===== src/rtl/cep_divider_pkg.sv =====
// Shared CEP ALU definitions: operand/result widths, divider states and the
// quotient reported for a zero divisor.
package cep_alu_pkg;

    localparam int DW = 11;
    localparam int VW = 5;
    localparam int CW = 4;

    typedef enum logic [1:0] {
        IDLE,
        RUN,
        DONE
    } div_state_e;

    localparam logic [DW-1:0] QUOT_DIV0 = 11'h7FF;

endpackage


===== src/rtl/cep_divider_if.sv =====
// Start/busy/done handshake and operand/result bus of the CEP divider.
interface cep_divider_if;
    import cep_alu_pkg::*;

    logic          start;
    logic [DW-1:0] dividend;
    logic [VW-1:0] divisor;
    logic          busy;
    logic          done;
    logic [DW-1:0] quotient;
    logic [VW-1:0] remainder;
    logic          div_zero;

    modport master (
        output start, dividend, divisor,
        input  busy, done, quotient, remainder, div_zero
    );

    modport slave (
        input  start, dividend, divisor,
        output busy, done, quotient, remainder, div_zero
    );

endinterface


===== src/rtl/cep_divider_div_step.sv =====
// One restoring-division step: shift the next dividend bit into the partial
// remainder and subtract the divisor when it fits.
module div_step
    import cep_alu_pkg::*;
(
    input  logic [VW:0]   r_i,
    input  logic          bit_i,
    input  logic [VW-1:0] v_i,
    output logic [VW:0]   r_o,
    output logic          q_o
);

    logic [VW+1:0] rs;
    logic [VW+1:0] v_ext;

    assign rs    = {r_i, bit_i};
    assign v_ext = {2'b00, v_i};

    // r_i is always below the divisor, so the result fits back in VW+1 bits.
    always_comb begin
        q_o = 1'b0;
        r_o = (VW+1)'(rs);
        if (rs >= v_ext) begin
            q_o = 1'b1;
            r_o = (VW+1)'(rs - v_ext);
        end
    end

endmodule


===== src/rtl/cep_divider.sv =====
// Sequential restoring divider, one quotient bit per clock MSB first, with a
// start/busy/done handshake and registered results.
module cep_divider
    import cep_alu_pkg::*;
(
    input  logic          clk,
    input  logic          rst,
    cep_divider_if.slave  bus
);

    div_state_e    state_q;
    logic [DW-1:0] n_q;
    logic [VW-1:0] v_q;
    logic [VW:0]   r_q;
    logic [DW-1:0] quot_q;
    logic [CW-1:0] cnt_q;
    logic          busy_q;
    logic          done_q;
    logic [DW-1:0] quotient_q;
    logic [VW-1:0] remainder_q;
    logic          div_zero_q;

    logic [VW:0]   r_d;
    logic          q_bit_d;

    div_step u_step (
        .r_i   (r_q),
        .bit_i (n_q[DW-1]),
        .v_i   (v_q),
        .r_o   (r_d),
        .q_o   (q_bit_d)
    );

    always_ff @(posedge clk or posedge rst) begin
        if (rst) begin
            state_q     <= IDLE;
            n_q         <= '0;
            v_q         <= '0;
            r_q         <= '0;
            quot_q      <= '0;
            cnt_q       <= '0;
            busy_q      <= 1'b0;
            done_q      <= 1'b0;
            quotient_q  <= '0;
            remainder_q <= '0;
            div_zero_q  <= 1'b0;
        end else begin
            case (state_q)
                IDLE, DONE: begin
                    done_q <= 1'b0;
                    if (bus.start) begin
                        n_q    <= bus.dividend;
                        v_q    <= bus.divisor;
                        r_q    <= '0;
                        quot_q <= '0;
                        cnt_q  <= CW'(DW - 1);
                        // A zero divisor skips iteration and reports the saturated quotient.
                        if (bus.divisor == '0) begin
                            state_q     <= DONE;
                            done_q      <= 1'b1;
                            quotient_q  <= QUOT_DIV0;
                            remainder_q <= '0;
                            div_zero_q  <= 1'b1;
                        end else begin
                            state_q <= RUN;
                            busy_q  <= 1'b1;
                        end
                    end else begin
                        state_q <= IDLE;
                    end
                end
                RUN: begin
                    n_q    <= n_q << 1;
                    r_q    <= r_d;
                    quot_q <= {quot_q[DW-2:0], q_bit_d};
                    if (cnt_q == '0) begin
                        state_q     <= DONE;
                        busy_q      <= 1'b0;
                        done_q      <= 1'b1;
                        quotient_q  <= {quot_q[DW-2:0], q_bit_d};
                        remainder_q <= r_d[VW-1:0];
                        div_zero_q  <= 1'b0;
                    end else begin
                        cnt_q <= cnt_q - 1'b1;
                    end
                end
                default: begin
                    state_q <= IDLE;
                    busy_q  <= 1'b0;
                    done_q  <= 1'b0;
                end
            endcase
        end
    end

    assign bus.busy      = busy_q;
    assign bus.done      = done_q;
    assign bus.quotient  = quotient_q;
    assign bus.remainder = remainder_q;
    assign bus.div_zero  = div_zero_q;

endmodule


===== src/flat_wrapper.sv =====
// flat-port wrapper written by rule: the top's interface ports become plain ports
module cep_divider_flat import cep_alu_pkg::*;
  (clk, rst, bus_start, bus_dividend, bus_divisor, bus_busy, bus_done, bus_quotient, bus_remainder, bus_div_zero);
  cep_divider_if bus_i ();
  input  logic clk;
  input  logic rst;
  input wire logic [$bits(bus_i.start)-1:0] bus_start;
  input wire logic [$bits(bus_i.dividend)-1:0] bus_dividend;
  input wire logic [$bits(bus_i.divisor)-1:0] bus_divisor;
  output wire logic [$bits(bus_i.busy)-1:0] bus_busy;
  output wire logic [$bits(bus_i.done)-1:0] bus_done;
  output wire logic [$bits(bus_i.quotient)-1:0] bus_quotient;
  output wire logic [$bits(bus_i.remainder)-1:0] bus_remainder;
  output wire logic [$bits(bus_i.div_zero)-1:0] bus_div_zero;
  assign bus_i.start = bus_start;
  assign bus_i.dividend = bus_dividend;
  assign bus_i.divisor = bus_divisor;
  assign bus_busy = bus_i.busy;
  assign bus_done = bus_i.done;
  assign bus_quotient = bus_i.quotient;
  assign bus_remainder = bus_i.remainder;
  assign bus_div_zero = bus_i.div_zero;
  cep_divider u_core (.clk(clk), .rst(rst), .bus(bus_i));
endmodule

===== config.mk =====
export PLATFORM = sky130hd
export DESIGN_NAME = cep_divider_flat
export DESIGN_NICKNAME = d
export VERILOG_FILES = /design/src/rtl/cep_divider_pkg.sv /design/src/rtl/cep_divider_if.sv /design/src/rtl/cep_divider_div_step.sv /design/src/rtl/cep_divider.sv /design/src/flat_wrapper.sv
export SDC_FILE = /design/constraint.sdc
export NUM_CORES = 1
export LEC_CHECK = 0
export ABC_AREA = 1
export CORE_ASPECT_RATIO = 1.25
export CORE_MARGIN = 1
export CORE_UTILIZATION = 40
export CTS_CLUSTER_DIAMETER = 50
export DETAILED_ROUTE_END_ITERATION = 12
export GPL_TIMING_DRIVEN = 0
export SLEW_MARGIN = 40
export SYNTH_ARGS = -nofsm -noshare
export SYNTH_HDL_FRONTEND = slang
export SYNTH_SLANG_ARGS = --single-unit
export TNS_END_PERCENT = 1

===== constraint.sdc =====
create_clock -name clk -period 4.15 [get_ports clk]
set_input_delay 0.6225 -clock clk [delete_from_list [all_inputs] [get_ports clk]]
set_output_delay 0.6225 -clock clk [all_outputs]
set_load 0.01 [all_outputs]

==> impl_metrics.py <==
metrics = {
    "synth": {
        "yosysTopAreaCell": "dfrtp_1",
        "synthSimpleGateAreaFrac_pct": 26.5,
        "yosys.cell_count.top_type": "nand2_1",
        "syn-mean-instance-area_sq_um": 8.72,
        "synthAdderAreaFrac_pct": 3.95,
        "ys_seq_elements": 56,
        "async_flop_share_pct": 100,
        "ys.flop_type": "dfrtp_1",
        "yosys_warnings": 0,
        "yosys-top-cells-count": "nand2_1 (101), dfrtp_1 (56), inv_1 (32), nand3_1 (20), nor2_1 (17)",
        "synth_top_family_by_area": "simple AND/OR/NAND/NOR gates",
        "synth-xor-area-share_pct": 0.322,
        "synth.area.mux_share_pct": 0,
        "synth_nets": 339,
        "yosys.cell_types.count": 30,
        "yosysSeqAreaShare_pct": 51.5,
        "synth_area_sq_mm": 0.00272,
        "synth_compound_area_share_pct": 10.5,
        "synthTopCellsByArea": "dfrtp_1 (51%), nand2_1 (14%), inv_1 (4.4%)",
        "synth-edff-count": 0,
        "synth_cells": 312,
        "synth.top_cell.area_share_pct": 51.5,
    },
    "drt": {
        "via_per_inst": 4.76,
        "antenna_left": 0,
        "drc_errors": 0,
        "via_count": 2118,
        "drt-initial-drc-count": 85,
        "wl_per_cell_um": 12.1,
        "routed_wl_um": 5410,
        "dr.pass1.iters": 4,
    },
    "layout": {
        "n_fill_cell": 643,
        "utilization_pct": 50.4,
        "diodes": 0,
        "final_area_sq_mm": 0.00331,
        "layout.nets": 384,
        "fin_cells": 445,
        "area_delta_synth_final_pct": 21.6,
        "post_route_cells_drive_above_1_share_pct": 11.7,
    },
    "sta": {
        "grt_setup_unrepaired": "false",
        "final_hold_viol_count": 0,
        "worst_slack_ps": 2300,
        "setup_viol": 0,
        "fin_crit_sh_pct": 44.6,
        "clock_skew_ps": 5.93,
        "post-route-min-period_ps": 1850,
        "fmax_mhz": 540,
        "maxSlewHeadroom_pct": 69.6,
        "tns_ps": 0,
        "tightestPinTransition_ps": 456,
        "slew_viol_final": 0,
    },
    "placement": {
        "placed_area_sq_mm": 0.00322,
        "dp.cells": 437,
        "post-place-ws_ps": 1950,
        "port_buffers": 37,
        "dp_hpwl_um": 4080,
        "gp_congestion": 0.818,
    },
    "floorplan": {
        "dieArea_sq_mm": 0.00714,
        "initial_core_util_pct": 41.5,
        "die_w_um": 75.8,
        "coreArea_sq_mm": 0.00657,
        "io_pins": 38,
        "row_count": 33,
        "die_y_um": 94.2,
    },
    "run": {
        "max_cap_violations": 0,
    },
    "worst_setup_path": {
        "path_cells": "clkdlybuf4s50_1",
        "slowest_stage": "clkdlybuf4s50_1",
        "endpoint_kind": "primary output",
        "max_stage_delay_ps": 540,
        "arrival_ps": 1230,
        "worst-setup-path-type": "reg2out",
        "start_kind": "flip-flop",
        "reg2regPathDepth": 9,
        "cp.depth": 1,
        "critPathMaxFanout": 2,
        "required_ps": 3530,
        "crit_family": "buffers and inverters",
        "crit_buf_inv": 1,
    },
    "power_and_ir_drop": {
        "leakagePower_nw": 1.61,
        "peakVddDrop_mv": 0.315,
        "powerDensity_mw_per_mm2": 847,
    },
    "clock_network": {
        "path_clk_slew_ps": 100,
        "cts_root_buf": "clkbuf_8",
        "cts_setup_buffers": 0,
        "cts_sinks": 56,
        "numCtsBuffers": 5,
        "clk_latency_ps": 310,
        "cts_max_level": 2,
        "holdBufCountCts": 0,
        "cts_resized": 0,
        "clk_path_buf_depth": 2,
        "cts_tree": "built",
    },
    "status": {
        "status": "finished, final reports clean",
    },
    "global_routing": {
        "track_usage_pct": 17.5,
        "grt_start_max_net_pins": 30,
        "grt_pass1_vias": 2060,
        "antenna_found_initial": 0,
        "overflow": 0,
        "grt_pass1_wl_um": 9390,
    },
    "hold_path": {
        "whs_path_depth": 2,
        "hold_path.class": "reg2reg",
    },
}
==> kinds of logic (layout without fill, tap and decap cells) <==
family | after synthesis | after routing
AOI/OAI and AO/OA | 44 | 44
xor gates and xnor gates | 1 | 1
adders and majority gates | 8 | 8
buffers and inverters | 45 | 91
DFF | 56 | 56
and+or+nand+nor | 158 | 158
==> final cells by class <==
| type | count | area [sq um] | area share, % |
|---|---|---|---|
| multi-input cells | 211 | 1120 | 34.0 |
| clock buffers | 7 | 76.3 | 2.31 |
| well taps | 87 | 109 | 3.29 |
| repair buffers | 38 | 390 | 11.8 |
| plain buffers | 10 | 65.1 | 1.97 |
| inverters | 35 | 134 | 4.05 |
| flip-flops and latches | 56 | 1400 | 42.4 |
| clock inverters | 1 | 8.76 | 0.265 |
==> through the flow <==
stage / power (W) / hold slack (ps)
2_1_floorplan: 0.00207 / 452
3_3_place_gp: 0.00250 / 464
3_5_place_dp: 0.00253 / 466
4_1_cts: 0.00284 / 491
5_1_grt: 0.00308 / 510
6_report: 0.00280 / 487
==> worst paths after layout <==
kind / start / endpoint / slack, ps
worst max-delay path: u_core.bus.done / bus_done / 2300
worst min-delay path: u_core.bus.remainder[4] / u_core.bus.remainder[4] / 490
worst max register to register: u_core.r_q[3] / u_core.bus.remainder[1] / 2380
worst min register to register: u_core.bus.remainder[4] / u_core.bus.remainder[4] / 490
max in group asynchronous: rst / u_core.cnt_q[1] / 3040
min in group asynchronous: rst / u_core.r_q[3] / 640
==> metal layers <==
layer / track usage (%) / share of wire [%]
met4: 6.02 / 1.5
met3: 2.90 / 2.1
met2: 29.6 / 50
met5: 0 / 0
met1: 22.1 / 47
==> placed cells by master (no fill, tap or decap), drive strengths merged <==
master           n
clkbuf           9
nor3             1
dfrtp           56
clkinv           1
xor2             1
inv             35
nand3b           1
nand3           23
o211ai           3
nand2          106
nand4            5
or2              1
o22ai            7
o21ai           24
ha               7
clkdlybuf4s50   37
buf              9
a22o             1
a31oi            1
nor2            21
fa               1
a21oi            7
o221ai           1
==> power by group <==
part           internal, W  total (W)  leakage [nW]  switching [W]
logic             0.000630    0.00157         0.876       0.000939
clock network     0.000121   0.000300        0.0424       0.000179
registers         0.000800   0.000931         0.697       0.000131
total              0.00155    0.00280          1.61        0.00125
==> registers in the layout, summed over array words and instances (netlist names) <==
signal / cells
u_core.bus.done: 1
u_core.bus.busy: 1
u_core.bus.quotient: 11
u_core.r_q: 6
u_core.cnt_q: 4
u_core.v_q: 5
u_core.bus.div_zero: 1
u_core.state_q: 1
u_core.n_q: 11
u_core.bus.remainder: 5
u_core.quot_q: 10
No activity file was read; power rests on OpenSTA's default activity.
